## config.mk

```make
export PLATFORM = sky130hd
export DESIGN_NAME = serial_sub
export DESIGN_NICKNAME = d
export VERILOG_FILES = /design/src/rtl/sub_pkg.sv /design/src/rtl/full_sub.sv /design/src/rtl/serial_sub.sv
export SDC_FILE = /design/constraint.sdc
export NUM_CORES = 1
export LEC_CHECK = 0
export BUFFER_PORTS_ARGS = -buffer_cell sky130_fd_sc_hd__buf_2
export CELL_PAD_IN_SITES_DETAIL_PLACEMENT = 0
export CELL_PAD_IN_SITES_GLOBAL_PLACEMENT = 1
export CORE_UTILIZATION = 42
export DETAILED_ROUTE_END_ITERATION = 8
export PLACE_DENSITY_LB_ADDON = 0.1
export SKIP_CTS_REPAIR_TIMING = 1
export SLEW_MARGIN = 20
export SYNTH_ARGS = -nofsm -noshare
export SYNTH_HDL_FRONTEND = slang
export SYNTH_SLANG_ARGS = --single-unit
```

## constraint.sdc

```tcl
create_clock -name clk -period 3 [get_ports clk]
set_input_delay 0.9 -clock clk [delete_from_list [all_inputs] [get_ports clk]]
set_output_delay 0.9 -clock clk [all_outputs]
set_load 0.05 [all_outputs]
```

## src/rtl/sub_pkg.sv

```systemverilog
`default_nettype none
// ============================================================================
// Module      : sub_pkg
// Description : Shared types and helpers for the bit-serial subtractor.
// Revision    : 1.0 - initial release
// ============================================================================
package sub_pkg;

    typedef enum logic [1:0] {
        IDLE = 2'd0,
        RUN  = 2'd1,
        DONE = 2'd2
    } state_t;

    localparam int MIN_WIDTH = 2;
    localparam int MAX_WIDTH = 32;

    // Bit counter width; a floor of 1 keeps the counter legal at the minimum width.
    function automatic int cnt_width(input int width);
        return (width <= 2) ? 1 : $clog2(width);
    endfunction

endpackage
`default_nettype wire

```

## src/rtl/full_sub.sv

```systemverilog
`default_nettype none
// ============================================================================
// Module      : full_sub
// Description : 1-bit full subtractor (a - b - cin).
// Revision    : 1.0 - initial release
// ============================================================================
module full_sub (
    input  logic a,
    input  logic b,
    input  logic cin,
    output logic diff,
    output logic barrow
);

    assign diff   = a ^ b ^ cin;
    assign barrow = (~a & b) | (~a & cin) | (b & cin);

endmodule
`default_nettype wire

```

## src/rtl/serial_sub.sv

```systemverilog
`default_nettype none
// ============================================================================
// Module      : serial_sub
// Description : Bit-serial WIDTH-bit subtractor, LSB first, one bit per clock.
// Revision    : 1.0 - initial release
// ============================================================================
module serial_sub
    import sub_pkg::*;
#(
    parameter int WIDTH = 8
) (
    input  logic             clk,
    input  logic             rst_n,
    input  logic             start,
    input  logic [WIDTH-1:0] a,
    input  logic [WIDTH-1:0] b,
    input  logic             bin,
    output logic             busy,
    output logic             done,
    output logic [WIDTH-1:0] diff,
    output logic             bout
);

    localparam int CNT_W = cnt_width(WIDTH);
    localparam logic [CNT_W-1:0] c_LAST = CNT_W'(WIDTH - 1);

    state_t             r_state;
    logic [WIDTH-1:0]   r_sh_a;
    logic [WIDTH-1:0]   r_sh_b;
    logic [WIDTH-1:0]   r_sh_d;
    logic               r_brw;
    logic [CNT_W-1:0]   r_cnt;
    logic               r_busy;
    logic               r_done;
    logic [WIDTH-1:0]   r_diff;
    logic               r_bout;

    logic               w_diff_bit;
    logic               w_borrow;

    full_sub u_full_sub (
        .a      (r_sh_a[0]),
        .b      (r_sh_b[0]),
        .cin    (r_brw),
        .diff   (w_diff_bit),
        .barrow (w_borrow)
    );

    always_ff @(posedge clk) begin
        if (!rst_n) begin
            r_state <= IDLE;
            r_sh_a  <= '0;
            r_sh_b  <= '0;
            r_sh_d  <= '0;
            r_brw   <= 1'b0;
            r_cnt   <= '0;
            r_busy  <= 1'b0;
            r_done  <= 1'b0;
            r_diff  <= '0;
            r_bout  <= 1'b0;
        end else begin
            case (r_state)
                IDLE, DONE: begin
                    r_done <= 1'b0;
                    if (start) begin
                        r_sh_a  <= a;
                        r_sh_b  <= b;
                        r_brw   <= bin;
                        r_cnt   <= '0;
                        r_busy  <= 1'b1;
                        r_state <= RUN;
                    end else begin
                        r_busy  <= 1'b0;
                        r_state <= IDLE;
                    end
                end
                RUN: begin
                    r_brw  <= w_borrow;
                    r_sh_d <= {w_diff_bit, r_sh_d[WIDTH-1:1]};
                    r_sh_a <= r_sh_a >> 1;
                    r_sh_b <= r_sh_b >> 1;
                    r_cnt  <= r_cnt + 1'b1;
                    // Last bit: publish the fully assembled result in one step.
                    if (r_cnt == c_LAST) begin
                        r_diff  <= {w_diff_bit, r_sh_d[WIDTH-1:1]};
                        r_bout  <= w_borrow;
                        r_busy  <= 1'b0;
                        r_done  <= 1'b1;
                        r_state <= DONE;
                    end
                end
                default: begin
                    r_busy  <= 1'b0;
                    r_done  <= 1'b0;
                    r_state <= IDLE;
                end
            endcase
        end
    end

    assign busy = r_busy;
    assign done = r_done;
    assign diff = r_diff;
    assign bout = r_bout;

endmodule
`default_nettype wire

```

==> flow_summary.html <==
<table>
<tr><th>Metric</th><th>Value</th></tr>
<tr><th colspan="2">Routing</th></tr>
<tr><td>Starting DRT DRC Count</td><td>122</td></tr>
<tr><td>Via count of the routed design</td><td>1341</td></tr>
<tr><td>Number of vias per cell</td><td>5.43</td></tr>
<tr><td>Detailed-route wire length per cell</td><td>13.2 um</td></tr>
<tr><td>Final routed wirelength across all metal layers</td><td>3260 um</td></tr>
<tr><td>Number of remaining DRC errors</td><td>0</td></tr>
<tr><td>Count of antenna-violating nets left after detailed routing</td><td>0</td></tr>
<tr><td>Total iterations of the first detailed-routing run</td><td>4</td></tr>
<tr><th colspan="2">Clock network</th></tr>
<tr><td>Clock-pin slew of the registers on the worst-case setup and hold paths</td><td>70 ps</td></tr>
<tr><td>H-tree level count</td><td>2</td></tr>
<tr><td>Maximum clock path buffer count</td><td>2</td></tr>
<tr><td>Number of buffers added by the clock tree synthesis step</td><td>5</td></tr>
<tr><td>Sinks on Clock Net</td><td>40</td></tr>
<tr><td>Clock tree root driver cell</td><td>sky130_fd_sc_hd__clkbuf_8</td></tr>
<tr><td>CTS tree</td><td>built</td></tr>
<tr><td>Source-to-sink clock delay at the later pin of the worst-skew pair</td><td>290 ps</td></tr>
<tr><th colspan="2">Floorplanning</th></tr>
<tr><td>Area of the core</td><td>0.00344 mm^2</td></tr>
<tr><td>Floorplan die area</td><td>0.00393 mm^2</td></tr>
<tr><td>Width of the chip</td><td>62.7 um</td></tr>
<tr><td>Initial standard-cell utilization of the core</td><td>44.9%</td></tr>
<tr><td>Row count</td><td>21</td></tr>
<tr><td>Number of ports placed on the die boundary</td><td>31</td></tr>
<tr><td>Height of the chip</td><td>62.7 um</td></tr>
<tr><th colspan="2">Critical path</th></tr>
<tr><td>Endpoint kind of the worst setup timing path</td><td>flip-flop</td></tr>
<tr><td>Slowest CP cell</td><td>sky130_fd_sc_hd__nand2b_1</td></tr>
<tr><td>Critical Path Sink</td><td>r_sh_a[0]</td></tr>
<tr><td>WP data required</td><td>3210 ps</td></tr>
<tr><td>Startpoint types</td><td>input pin</td></tr>
<tr><td>Worst reg2reg path startpoint</td><td>r_state[0]</td></tr>
<tr><td>Maximum fanout encountered on the critical timing path</td><td>23</td></tr>
<tr><td>Reg-to-Reg End</td><td>r_sh_a[0]</td></tr>
<tr><td>Delay of the slowest cell on the worst path</td><td>620 ps</td></tr>
<tr><td>Worst setup path startpoint</td><td>start</td></tr>
<tr><td>Worst reg2reg path depth</td><td>3</td></tr>
<tr><td>Slack of the worst reg-to-reg path</td><td>1340 ps</td></tr>
<tr><td>Crit path kind</td><td>in -&gt; reg</td></tr>
<tr><td>Crit path cell chain</td><td>buf_2, nand2b_1, o221ai_1, a31oi_1</td></tr>
<tr><td>Critical Path AT</td><td>2070 ps</td></tr>
<tr><th colspan="2">Pwr</th></tr>
<tr><td>Total power per unit cell area</td><td>606 mW/mm^2</td></tr>
<tr><td>IR drop worst, VDD</td><td>0.290 mV</td></tr>
<tr><td>LEAKAGE</td><td>0.690 nW</td></tr>
<tr><th colspan="2">Outcome</th></tr>
<tr><td>Run status</td><td>finished clean</td></tr>
<tr><th colspan="2">Yosys</th></tr>
<tr><td>Cell accounting for the most synthesized area</td><td>sky130_fd_sc_hd__dfxtp_1</td></tr>
<tr><td>Count leader, synth</td><td>sky130_fd_sc_hd__dfxtp_1</td></tr>
<tr><td>Count of flip-flops with a built-in enable after synthesis</td><td>0</td></tr>
<tr><td>Most instantiated flip-flop cell in the synthesis netlist</td><td>sky130_fd_sc_hd__dfxtp_1</td></tr>
<tr><td>Instance count of the mapped netlist</td><td>177</td></tr>
<tr><td>FF+latch count, synth</td><td>40</td></tr>
<tr><td>Number of distinct library cells after synthesis</td><td>28</td></tr>
<tr><td>Synthesized area per cell</td><td>8.73 um^2</td></tr>
<tr><td>Number of warning messages in the yosys log</td><td>0</td></tr>
<tr><td>Post-synth top area share</td><td>51.8%</td></tr>
<tr><td>Synth top cells by count</td><td>sky130_fd_sc_hd__dfxtp_1, sky130_fd_sc_hd__nor3_1, sky130_fd_sc_hd__nand2_1, sky130_fd_sc_hd__a21oi_1, sky130_fd_sc_hd__o22ai_1</td></tr>
<tr><td>Mapped cell area</td><td>0.00155 mm^2</td></tr>
<tr><td>Biggest area contributors in the synthesized netlist</td><td>sky130_fd_sc_hd__dfxtp_1, sky130_fd_sc_hd__nor3_1, sky130_fd_sc_hd__a21oi_1, sky130_fd_sc_hd__nand2_1, sky130_fd_sc_hd__o22ai_1</td></tr>
<tr><td>Share of flip-flops with an asynchronous set or reset</td><td>0%</td></tr>
<tr><td>Register area share after synthesis</td><td>51.8%</td></tr>
<tr><td>Net count after synthesis</td><td>200</td></tr>
<tr><th colspan="2">Layout</th></tr>
<tr><td>Antenna diode instance count</td><td>0</td></tr>
<tr><td>Area occupied by multi-input gates</td><td>652 um^2</td></tr>
<tr><td>Area Growth Syn to Fin</td><td>15.1%</td></tr>
<tr><td>Filler cell count in the final layout</td><td>357</td></tr>
<tr><td>Final net count</td><td>224</td></tr>
<tr><td>Non-Filler Cell Area, Final</td><td>0.00178 mm^2</td></tr>
<tr><td>Sequential cell area</td><td>801 um^2</td></tr>
<tr><td>Share of cells above drive strength 1</td><td>21.4%</td></tr>
<tr><th colspan="2">STA</th></tr>
<tr><td>Worst slew margin</td><td>39.9%</td></tr>
<tr><td>Final setup viols</td><td>0</td></tr>
<tr><td>Time the worst path needs with I/O delays and setup</td><td>1860 ps</td></tr>
<tr><td>Share of the cycle needed by the critical path after routing</td><td>61.8%</td></tr>
<tr><td>Largest clock skew in the final design</td><td>4.50 ps</td></tr>
<tr><td>Pins Over Slew Limit</td><td>0</td></tr>
<tr><td>Highest clock rate</td><td>539 MHz</td></tr>
<tr><td>Final hold slack</td><td>452 ps</td></tr>
<tr><td>Final-report hold violation count</td><td>0</td></tr>
<tr><td>Tightest Pin Transition</td><td>901 ps</td></tr>
<tr><td>Unrepaired setup endpoints after global routing</td><td>no</td></tr>
<tr><td>Final worst-path setup slack</td><td>1140 ps</td></tr>
<tr><td>Setup TNS after final layout</td><td>0 ps</td></tr>
<tr><th colspan="2">Hold path</th></tr>
<tr><td>Class of the worst hold path</td><td>reg -&gt; reg</td></tr>
<tr><th colspan="2">GRT</th></tr>
<tr><td>Pin count of the biggest net entering global routing</td><td>38</td></tr>
<tr><td>Met3 Usage GRT</td><td>6.57%</td></tr>
<tr><td>Total routing resource utilization after global routing</td><td>18.4%</td></tr>
<tr><td>Layer with the highest usage after global routing</td><td>met2</td></tr>
<tr><td>Wire length of the first global-routing pass</td><td>5570 um</td></tr>
<tr><td>Met1 routing resource usage after global routing</td><td>23.3%</td></tr>
<tr><td>Antenna violations before repair</td><td>0</td></tr>
<tr><td>Final global-route overflow total</td><td>0</td></tr>
<tr><td>Vias in the first global route</td><td>1223</td></tr>
<tr><td>GR met2 Demand/Resource</td><td>28.4%</td></tr>
<tr><th colspan="2">Placement</th></tr>
<tr><td>Routability congestion estimate from global placement</td><td>0.701</td></tr>
<tr><td>Worst-case setup slack after placement</td><td>762 ps</td></tr>
<tr><td>DPL Wire Length</td><td>1990 um</td></tr>
<tr><td>Total of buffers placed on input and output ports</td><td>30</td></tr>
<tr><td>Total placed instance area</td><td>0.00168 mm^2</td></tr>
<tr><th colspan="2">Run</th></tr>
<tr><td>Number of max-cap violations</td><td>0</td></tr>
</table>
-- worst min path at each step --
| stage | startpoint | endpoint | cells past startpoint |
|---|---|---|---|
| 6_report | diff[0] | diff[0] | 2 |
| 3_5_place_dp | diff[1] | diff[1] | 2 |
| 2_1_floorplan | r_sh_d[1] | r_sh_d[1] | 2 |
| 4_1_cts | diff[1] | diff[1] | 2 |
| 3_3_place_gp | diff[0] | diff[0] | 2 |
| 5_1_grt | diff[5] | diff[5] | 2 |
-- critical path: cells and delay by family --
| kind | cells | cell delay, ps |
|---|---|---|
| buffers and inverters | 1 | 100 |
| AND/OR/NAND/NOR | 1 | 620 |
| AO/OA/AOI/OAI | 2 | 440 |
-- placed cells by master (no fill, tap or decap) --
cell type                  netlist  layout
sky130_fd_sc_hd__o221ai_1        1       1
sky130_fd_sc_hd__and3_1          1       1
sky130_fd_sc_hd__nor2b_2         0       1
sky130_fd_sc_hd__buf_4           6       2
sky130_fd_sc_hd__nand3_1        13      13
sky130_fd_sc_hd__a211oi_2        1       1
sky130_fd_sc_hd__nor2_1          2       2
sky130_fd_sc_hd__and2b_1         1       1
sky130_fd_sc_hd__dfxtp_1        40      40
sky130_fd_sc_hd__inv_1           1       1
sky130_fd_sc_hd__nand2_1        24      24
sky130_fd_sc_hd__ha_1            2       2
sky130_fd_sc_hd__a21oi_1        21      21
sky130_fd_sc_hd__nor3_1         29      29
sky130_fd_sc_hd__clkbuf_8        0       7
sky130_fd_sc_hd__buf_2           2      30
sky130_fd_sc_hd__o21ai_0         1       1
sky130_fd_sc_hd__a31oi_1         1       1
sky130_fd_sc_hd__a311oi_1        1       1
sky130_fd_sc_hd__nand2b_1        3       2
sky130_fd_sc_hd__fa_1            1       1
sky130_fd_sc_hd__nand3b_1        2       2
sky130_fd_sc_hd__inv_2           1       1
sky130_fd_sc_hd__and2_1          1       1
sky130_fd_sc_hd__nand2b_2        0       1
sky130_fd_sc_hd__o22ai_1        14      14
-- per-layer routing --
layer / vias up / routed length (um)
met2: 37 / 1510
met4: 0 / 20
met1: 631 / 1550
met5: - / 0
li1: 669 / -
met3: 4 / 171
-- registers in the layout (all words and copies together), names as in the netlist --
| name | cells |
|---|---|
| busy | 1 |
| diff | 8 |
| r_brw | 1 |
| r_sh_d | 7 |
| r_sh_b | 8 |
| r_state | 2 |
| r_sh_a | 8 |
| r_cnt | 3 |
| bout | 1 |
| done | 1 |
-- per-stage QoR --
stage | total power [W] | util [%] | instances
floorplan | 0.000687 | - | 177
global placement | 0.000708 | 48.7 | 240
detailed placement | 0.000713 | 48.7 | 240
CTS | 0.00109 | 51.5 | 247
global route | 0.00114 | 51.7 | 247
finish | 0.00108 | 51.7 | 247
-- cell families (layout without fill, tap and decap cells) --
group	count (synthesis)	count (layout)	share of synthesized area, %
AO/OA/AOI/OAI	40	40	15.1
adder cells (fa/ha/maj)	3	3	2.91
AND/OR/NAND/NOR	77	77	23.8
buffers and inverters	17	41	6.31
flip-flops	40	40	51.8
-- power breakdown --
| part | leakage (nW) | total [W] | switching (W) | internal (W) |
|---|---|---|---|---|
| sequential | 0.327 | 0.000576 | 0.0000168 | 0.000560 |
| clock | 0.0503 | 0.000376 | 0.000171 | 0.000205 |
| combinational | 0.313 | 0.000126 | 0.0000770 | 0.0000490 |
| total | 0.690 | 0.00108 | 0.000265 | 0.000813 |
-- area by class of cell --
cell class	instances	area share, %
Clock buffer	7	5.41
Inverter	2	0.422
Multi-Input combinational cell	120	36.6
Sequential cell	40	45.0
Tap cell	46	3.23
Timing Repair Buffer	32	9.28
(Power assumes the default switching activity.)
